===== config.mk =====
export PLATFORM = sky130hd
export DESIGN_NAME = display_scheduler
export DESIGN_NICKNAME = d
export VERILOG_FILES = /design/src/rtl/display_pkg.sv /design/src/rtl/display_scheduler_tick_counter.sv /design/src/rtl/display_scheduler.sv
export SDC_FILE = /design/constraint.sdc
export NUM_CORES = 1
export LEC_CHECK = 0
export ABC_AREA = 1
export BUFFER_PORTS_ARGS = -buffer_cell sky130_fd_sc_hd__buf_2
export CORE_MARGIN = 2
export CORE_UTILIZATION = 62
export CTS_CLUSTER_SIZE = 20
export DETAILED_ROUTE_END_ITERATION = 7
export GPL_TIMING_DRIVEN = 0
export PLACE_DENSITY = 0.81
export SKIP_LAST_GASP = 1
export SYNTH_ARGS = -nofsm -noshare
export SYNTH_HDL_FRONTEND = slang
export SYNTH_SLANG_ARGS = --single-unit
export TNS_END_PERCENT = 20

===== constraint.sdc =====
create_clock -name clk -period 2.55 [get_ports clk]
set_input_delay 0.51 -clock clk [delete_from_list [all_inputs] [get_ports clk]]
set_output_delay 0.51 -clock clk [all_outputs]
set_load 0.01 [all_outputs]

===== src/rtl/display_pkg.sv =====
// Shared types and constants for the display scheduler.
package display_pkg;

  // State encoding matches the src code each state shows.
  typedef enum logic [1:0] {
    ST_TEMP  = 2'b00,
    ST_SET   = 2'b01,
    ST_EDIT  = 2'b10,
    ST_ALARM = 2'b11
  } state_e;

  localparam logic [1:0] SRC_TEMP  = 2'b00;
  localparam logic [1:0] SRC_SET   = 2'b01;
  localparam logic [1:0] SRC_EDIT  = 2'b10;
  localparam logic [1:0] SRC_ALARM = 2'b11;

  localparam logic [7:0] DISP_MAX = 8'd99;

  // Clamp a value to what the 2-digit display can show.
  function automatic logic [7:0] sat_disp(input logic [7:0] v);
    return (v > DISP_MAX) ? DISP_MAX : v;
  endfunction

  // Source code reported for a given state.
  function automatic logic [1:0] src_of(input state_e s);
    logic [1:0] code;
    case (s)
      ST_TEMP:  code = SRC_TEMP;
      ST_SET:   code = SRC_SET;
      ST_EDIT:  code = SRC_EDIT;
      default:  code = SRC_ALARM;
    endcase
    return code;
  endfunction

endpackage


===== src/rtl/display_scheduler_tick_counter.sv =====
// Wrap counter 0..LIMIT-1 with synchronous clear and a combinational wrap pulse.
module tick_counter #(
  parameter int unsigned LIMIT = 2
) (
  input  logic clk,
  input  logic rst,
  input  logic clr_i,
  input  logic en_i,
  output logic wrap_c_o
);

  // A limit of 0 is treated as 1 so the counter is always well formed.
  localparam int unsigned LIM_C = (LIMIT < 1) ? 1 : LIMIT;
  localparam int unsigned CW    = (LIM_C > 1) ? $clog2(LIM_C) : 1;
  localparam logic [CW-1:0] LAST = CW'(LIM_C - 1);

  logic [CW-1:0] cnt_q, cnt_d;

  assign wrap_c_o = en_i && (cnt_q == LAST);

  // Next count: clear wins, then wrap, then increment.
  always_comb begin
    cnt_d = cnt_q;
    if (clr_i) begin
      cnt_d = '0;
    end else if (wrap_c_o) begin
      cnt_d = '0;
    end else if (en_i) begin
      cnt_d = cnt_q + CW'(1);
    end
  end

  // Count register.
  always_ff @(posedge clk or posedge rst) begin
    if (rst) begin
      cnt_q <= '0;
    end else begin
      cnt_q <= cnt_d;
    end
  end

endmodule


===== src/rtl/display_scheduler.sv =====
// Chooses what the 2-digit display shows: rotating temp/setpoint, edit or alarm with blink.
module display_scheduler
  import display_pkg::*;
#(
  parameter int unsigned DWELL_CYCLES = 50_000_000,
  parameter int unsigned BLINK_CYCLES = 12_500_000
) (
  input  logic       clk,
  input  logic       rst,
  input  logic [7:0] temp_in,
  input  logic [7:0] set_in,
  input  logic       edit_req,
  input  logic       alarm,
  output logic [7:0] disp_num,
  output logic       disp_blank,
  output logic [1:0] src
);

  state_e     state_q, state_d;
  logic       phase_q, phase_d;       // 1 = segments visible
  logic [7:0] disp_num_d;
  logic       disp_blank_d;
  logic [1:0] src_d;
  logic       rotating, blinking, state_chg;
  logic       dwell_wrap, blink_wrap;

  assign rotating  = (state_q == ST_TEMP) || (state_q == ST_SET);
  assign blinking  = !rotating;
  assign state_chg = (state_d != state_q);

  tick_counter #(.LIMIT(DWELL_CYCLES)) u_dwell (
    .clk      (clk),
    .rst      (rst),
    .clr_i    (state_chg),
    .en_i     (rotating),
    .wrap_c_o (dwell_wrap)
  );

  tick_counter #(.LIMIT(BLINK_CYCLES)) u_blink (
    .clk      (clk),
    .rst      (rst),
    .clr_i    (state_chg),
    .en_i     (blinking),
    .wrap_c_o (blink_wrap)
  );

  // Next state, blink phase and output values from the current state and inputs.
  always_comb begin
    state_d      = state_q;
    phase_d      = phase_q;
    disp_num_d   = 8'd0;
    disp_blank_d = 1'b0;
    src_d        = src_of(state_q);

    if (alarm) begin
      state_d = ST_ALARM;
    end else begin
      case (state_q)
        ST_TEMP:  if (edit_req) state_d = ST_EDIT; else if (dwell_wrap) state_d = ST_SET;
        ST_SET:   if (edit_req) state_d = ST_EDIT; else if (dwell_wrap) state_d = ST_TEMP;
        ST_EDIT:  if (!edit_req) state_d = ST_TEMP;
        default:  state_d = edit_req ? ST_EDIT : ST_TEMP;
      endcase
    end

    if (state_d != state_q) begin
      phase_d = 1'b1;
    end else if (blink_wrap) begin
      phase_d = !phase_q;
    end

    if ((state_q == ST_TEMP) || (state_q == ST_ALARM)) begin
      disp_num_d = sat_disp(temp_in);
    end else begin
      disp_num_d = sat_disp(set_in);
    end

    disp_blank_d = blinking ? !phase_q : 1'b0;
  end

  // State, blink phase and registered outputs.
  always_ff @(posedge clk or posedge rst) begin
    if (rst) begin
      state_q    <= ST_TEMP;
      phase_q    <= 1'b1;
      disp_num   <= 8'd0;
      disp_blank <= 1'b1;
      src        <= SRC_TEMP;
    end else begin
      state_q    <= state_d;
      phase_q    <= phase_d;
      disp_num   <= disp_num_d;
      disp_blank <= disp_blank_d;
      src        <= src_d;
    end
  end

endmodule


==> results.toml <==
[finish]
layout_common_cells = "nand2_1, nand4_1, nor2_1"
num-nets-final = 700
finish.utilization_pct = 70.74
final_cells = 778
final.fill_count = 640
post-route-cell-area_sq_um = 5131
seq_area_sq_um = 1605
diode_count = 0
mostFrequentLayoutCell = "nand2_1"
multiInputGateArea_sq_um = 2517
synthToLayoutAreaGrowth_pct = 10.63
final_layout_size_suffix_gt1_share_pct = 15.46

[timing]
count_of_final_hold_check_violations = 0
fin_worst_skew_ns = 0.01164
drv_slew = 0
final.hold.worst_slack_ns = 0.2938
rsz0062_at_grt = "false"
max_clock_freq_mhz = 425.9
final_period_minus_worst_setup_slack_ns = 2.348
worst_slew_pin_slew_ns = 0.7836
fin_setup_tns_ns = 0
slew_headroom_pct = 47.68
setup_viol = 0
final_period_util_pct = 92.09

[global_routing]
grt_pass1_wl_mm = 20.11
vias_in_the_first_global_route = 4404
grtUsageTotal_pct = 30.08
grt_antenna_before_repair = 0
overflow = 0
grt_max_degree = 37

[clock_tree]
clockRootBuffer = "clkbuf_8"
cts_tree = "built"
cts.htree.levels = 3
ctsLongestPathBuffers = 2
cts.clk_slew.worst_paths_ns = 0.08
cts.sink_count = 64
clkLatencyLatePin_ns = 0.36
num_cts_buffers = 9

[logic_synthesis]
seq_area_frac_synth_pct = 34.58
avgSynthCellArea_sq_um = 7.339
netlist.top_cell.by_area = "dfrtp_1"
synth-warning-count = 0
synth-seq-cells = 64
area_share_of_the_leading_cell_type_in_the_synthesized_netlist_pct = 33.45
synthesis.instances = 632
mappedNetlistNets = 658
netlist-cell-type-count = 36
syn_area_sq_um = 4638
synth.area.top_cells = "dfrtp_1, nand4_1, nand2_1, nor2_1, xor2_1"

[worst_setup_path]
critical-path-slowest-cell = "dfrtp_1"
crit_path_frequent_cell = "nand2_2"
worst_r2r_endpoint = "u_blink.cnt_q[3]"
max_stage_delay_ns = 0.43
critPathRequiredTime_ns = 2.84
regToRegSetupSlack_ns = 0.20
startpoint_type_of_the_worst_setup_path = "flop"
worst-r2r-cell-count = 13
worst_setup_path_end_kind = "flop"
critical_path.reg2reg.startpoint = "state_q[0]"
type_of_the_setup_path_with_the_least_slack = "flop to flop"
max_fo_critical_path = 10
timing.critical_path.cells = "inv_1 -> ha_1 -> nor2_2 -> inv_2 -> nand3_4 -> nand2_2 -> nand3_2 -> nand3_1 -> nand2_2 -> buf_12 -> buf_8 -> nand4_1 -> nand2_1"
arrival_ns = 2.64

[placement]
dp_hpwl_mm = 8.536
port_buffers = 30
placedCellCount = 762
postPlaceCellArea_sq_um = 4932
gp_routability_congestion = 1.015

[job]
maximum_capacitance_violations = 0

[route]
wl_met2_mm = 5.982
postRouteWirelength_mm = 11.79
route.met3.wl_um = 421
detailedRoute.firstPassIterationCount = 5
routed.top_layer = "met4"
route.antenna.remaining_nets = 0
detailedRoute.firstIterationViolations = 310
via_per_inst = 5.825
drt_drc_violations_left = 0
wl_met1_mm = 5.060
detail_route.wl_per_cell_um = 15.16
vias = 4532

[floorplan]
full_die_area_sq_um = 8188
die_h_um = 90.49
start_util_pct = 63.95
io_pins = 31
die-width_um = 90.49
core_footprint_sq_um = 7253
core.rowCount = 31

[pwr]
power_density_nw_per_um2 = 498.9
leakagePower_nw = 2.460
ir_drop_worst_case_vdd_v = 0.0004309

[run_status]
status = "complete, no violations"

[hold_path]
hold_path.class = "primary input to async pin"
==> metal layers <==
metal  vias to the layer above  GRT usage [%]
met5                         -              0
met4                         0          14.74
li1                       2208              -
met2                       116          52.43
met3                        26          3.506
met1                      2182          36.86
==> cell families (layout without fill, tap and decap cells) <==
kind of cell | Yosys count | after routing | share of synthesized area [%]
AOI/OAI and AO/OA | 13 | 13 | 1.646
DFF | 64 | 64 | 34.58
and+or+nand+nor | 403 | 403 | 42.38
adders and majority gates | 6 | 6 | 1.619
buffers and inverters | 100 | 147 | 11.20
xor gates and xnor gates | 45 | 45 | 8.497
other | 1 | 1 | 0.08085
==> synthesized netlist by cell type <==
cell / n
nand2_1: 141
nand4_1: 109
nor2_1: 81
dfrtp_1: 62
inv_1: 57
xor2_1: 30
nand3_1: 22
nor3_1: 20
buf_2: 18
xnor2_1: 15
buf_8: 9
clkbuf_1: 9
ha_1: 6
or2_2: 6
a31oi_1: 5
inv_2: 5
nand2_2: 4
o21ai_0: 4
nor2_2: 3
nor2_4: 3
nor4_1: 3
a21oi_1: 2
dfstp_2: 2
nand3_2: 2
nand3_4: 2
nand3b_1: 2
and2_1: 1
and3_1: 1
buf_12: 1
clkbuf_4: 1
conb_1: 1
nor3_2: 1
nor3b_1: 1
o211ai_1: 1
o31ai_1: 1
or3_1: 1
==> through the flow <==
| step | power (W) | setup slack, ns |
|---|---|---|
| 6_report | 0.002560 | 0.2018 |
| 5_1_grt | 0.002664 | 0.02523 |
| 4_1_cts | 0.002560 | 0.1724 |
| 3_5_place_dp | 0.001673 | 0.2125 |
| 3_3_place_gp | 0.001651 | -0.3200 |
| 2_1_floorplan | 0.001502 | 0.4452 |
==> worst max-delay path by stage <==
stage / startpoint / to / slack (ns)
global placement: rst / u_blink.cnt_q[14] / -0.32
global route: u_dwell.cnt_q[0] / u_blink.cnt_q[9] / 0.03
CTS: u_dwell.cnt_q[0] / u_blink.cnt_q[3] / 0.17
floorplan: rst / disp_num[0] / 0.45
detailed placement: u_dwell.cnt_q[0] / u_blink.cnt_q[10] / 0.21
finish: state_q[0] / u_blink.cnt_q[3] / 0.20
==> sequential cells by signal, summed over array words and instances (netlist names) <==
| name | count |
|---|---|
| u_dwell.cnt_q | 26 |
| phase_q | 1 |
| disp_num | 8 |
| disp_blank | 1 |
| state_q | 2 |
| src | 2 |
| u_blink.cnt_q | 24 |
==> critical path, delay by kind of cell, from the launching register on <==
family / cells / cell delay [ns]
fa+ha+maj: 1 / 0.24
buf+inv: 4 / 0.61
flops: 1 / 0.43
simple gates: 8 / 1.00
==> where the power goes <==
group	internal (W)	switching, W
combinational	0.000190	0.000410
clock	0.000474	0.000417
sequential	0.00105	0.0000210
total	0.00171	0.000848
==> repair_timing <==
action / 4_1_cts / 5_1_grt
hold buffers: 0 / 0
gates resized for setup: 0 / 4
setup buffers: 0 / 0
endpoints found under the setup margin: 0 / 48
==> cell type report <==
class | count | area share, %
multi-input cells | 468 | 49.06
flip-flops and latches | 64 | 31.29
plain buffers | 38 | 5.682
inverters | 62 | 4.535
repair buffers | 31 | 3.316
clock buffers | 12 | 2.829
well taps | 99 | 2.414
clock inverters | 4 | 0.8778
No activity file was read; power rests on OpenSTA's default activity.
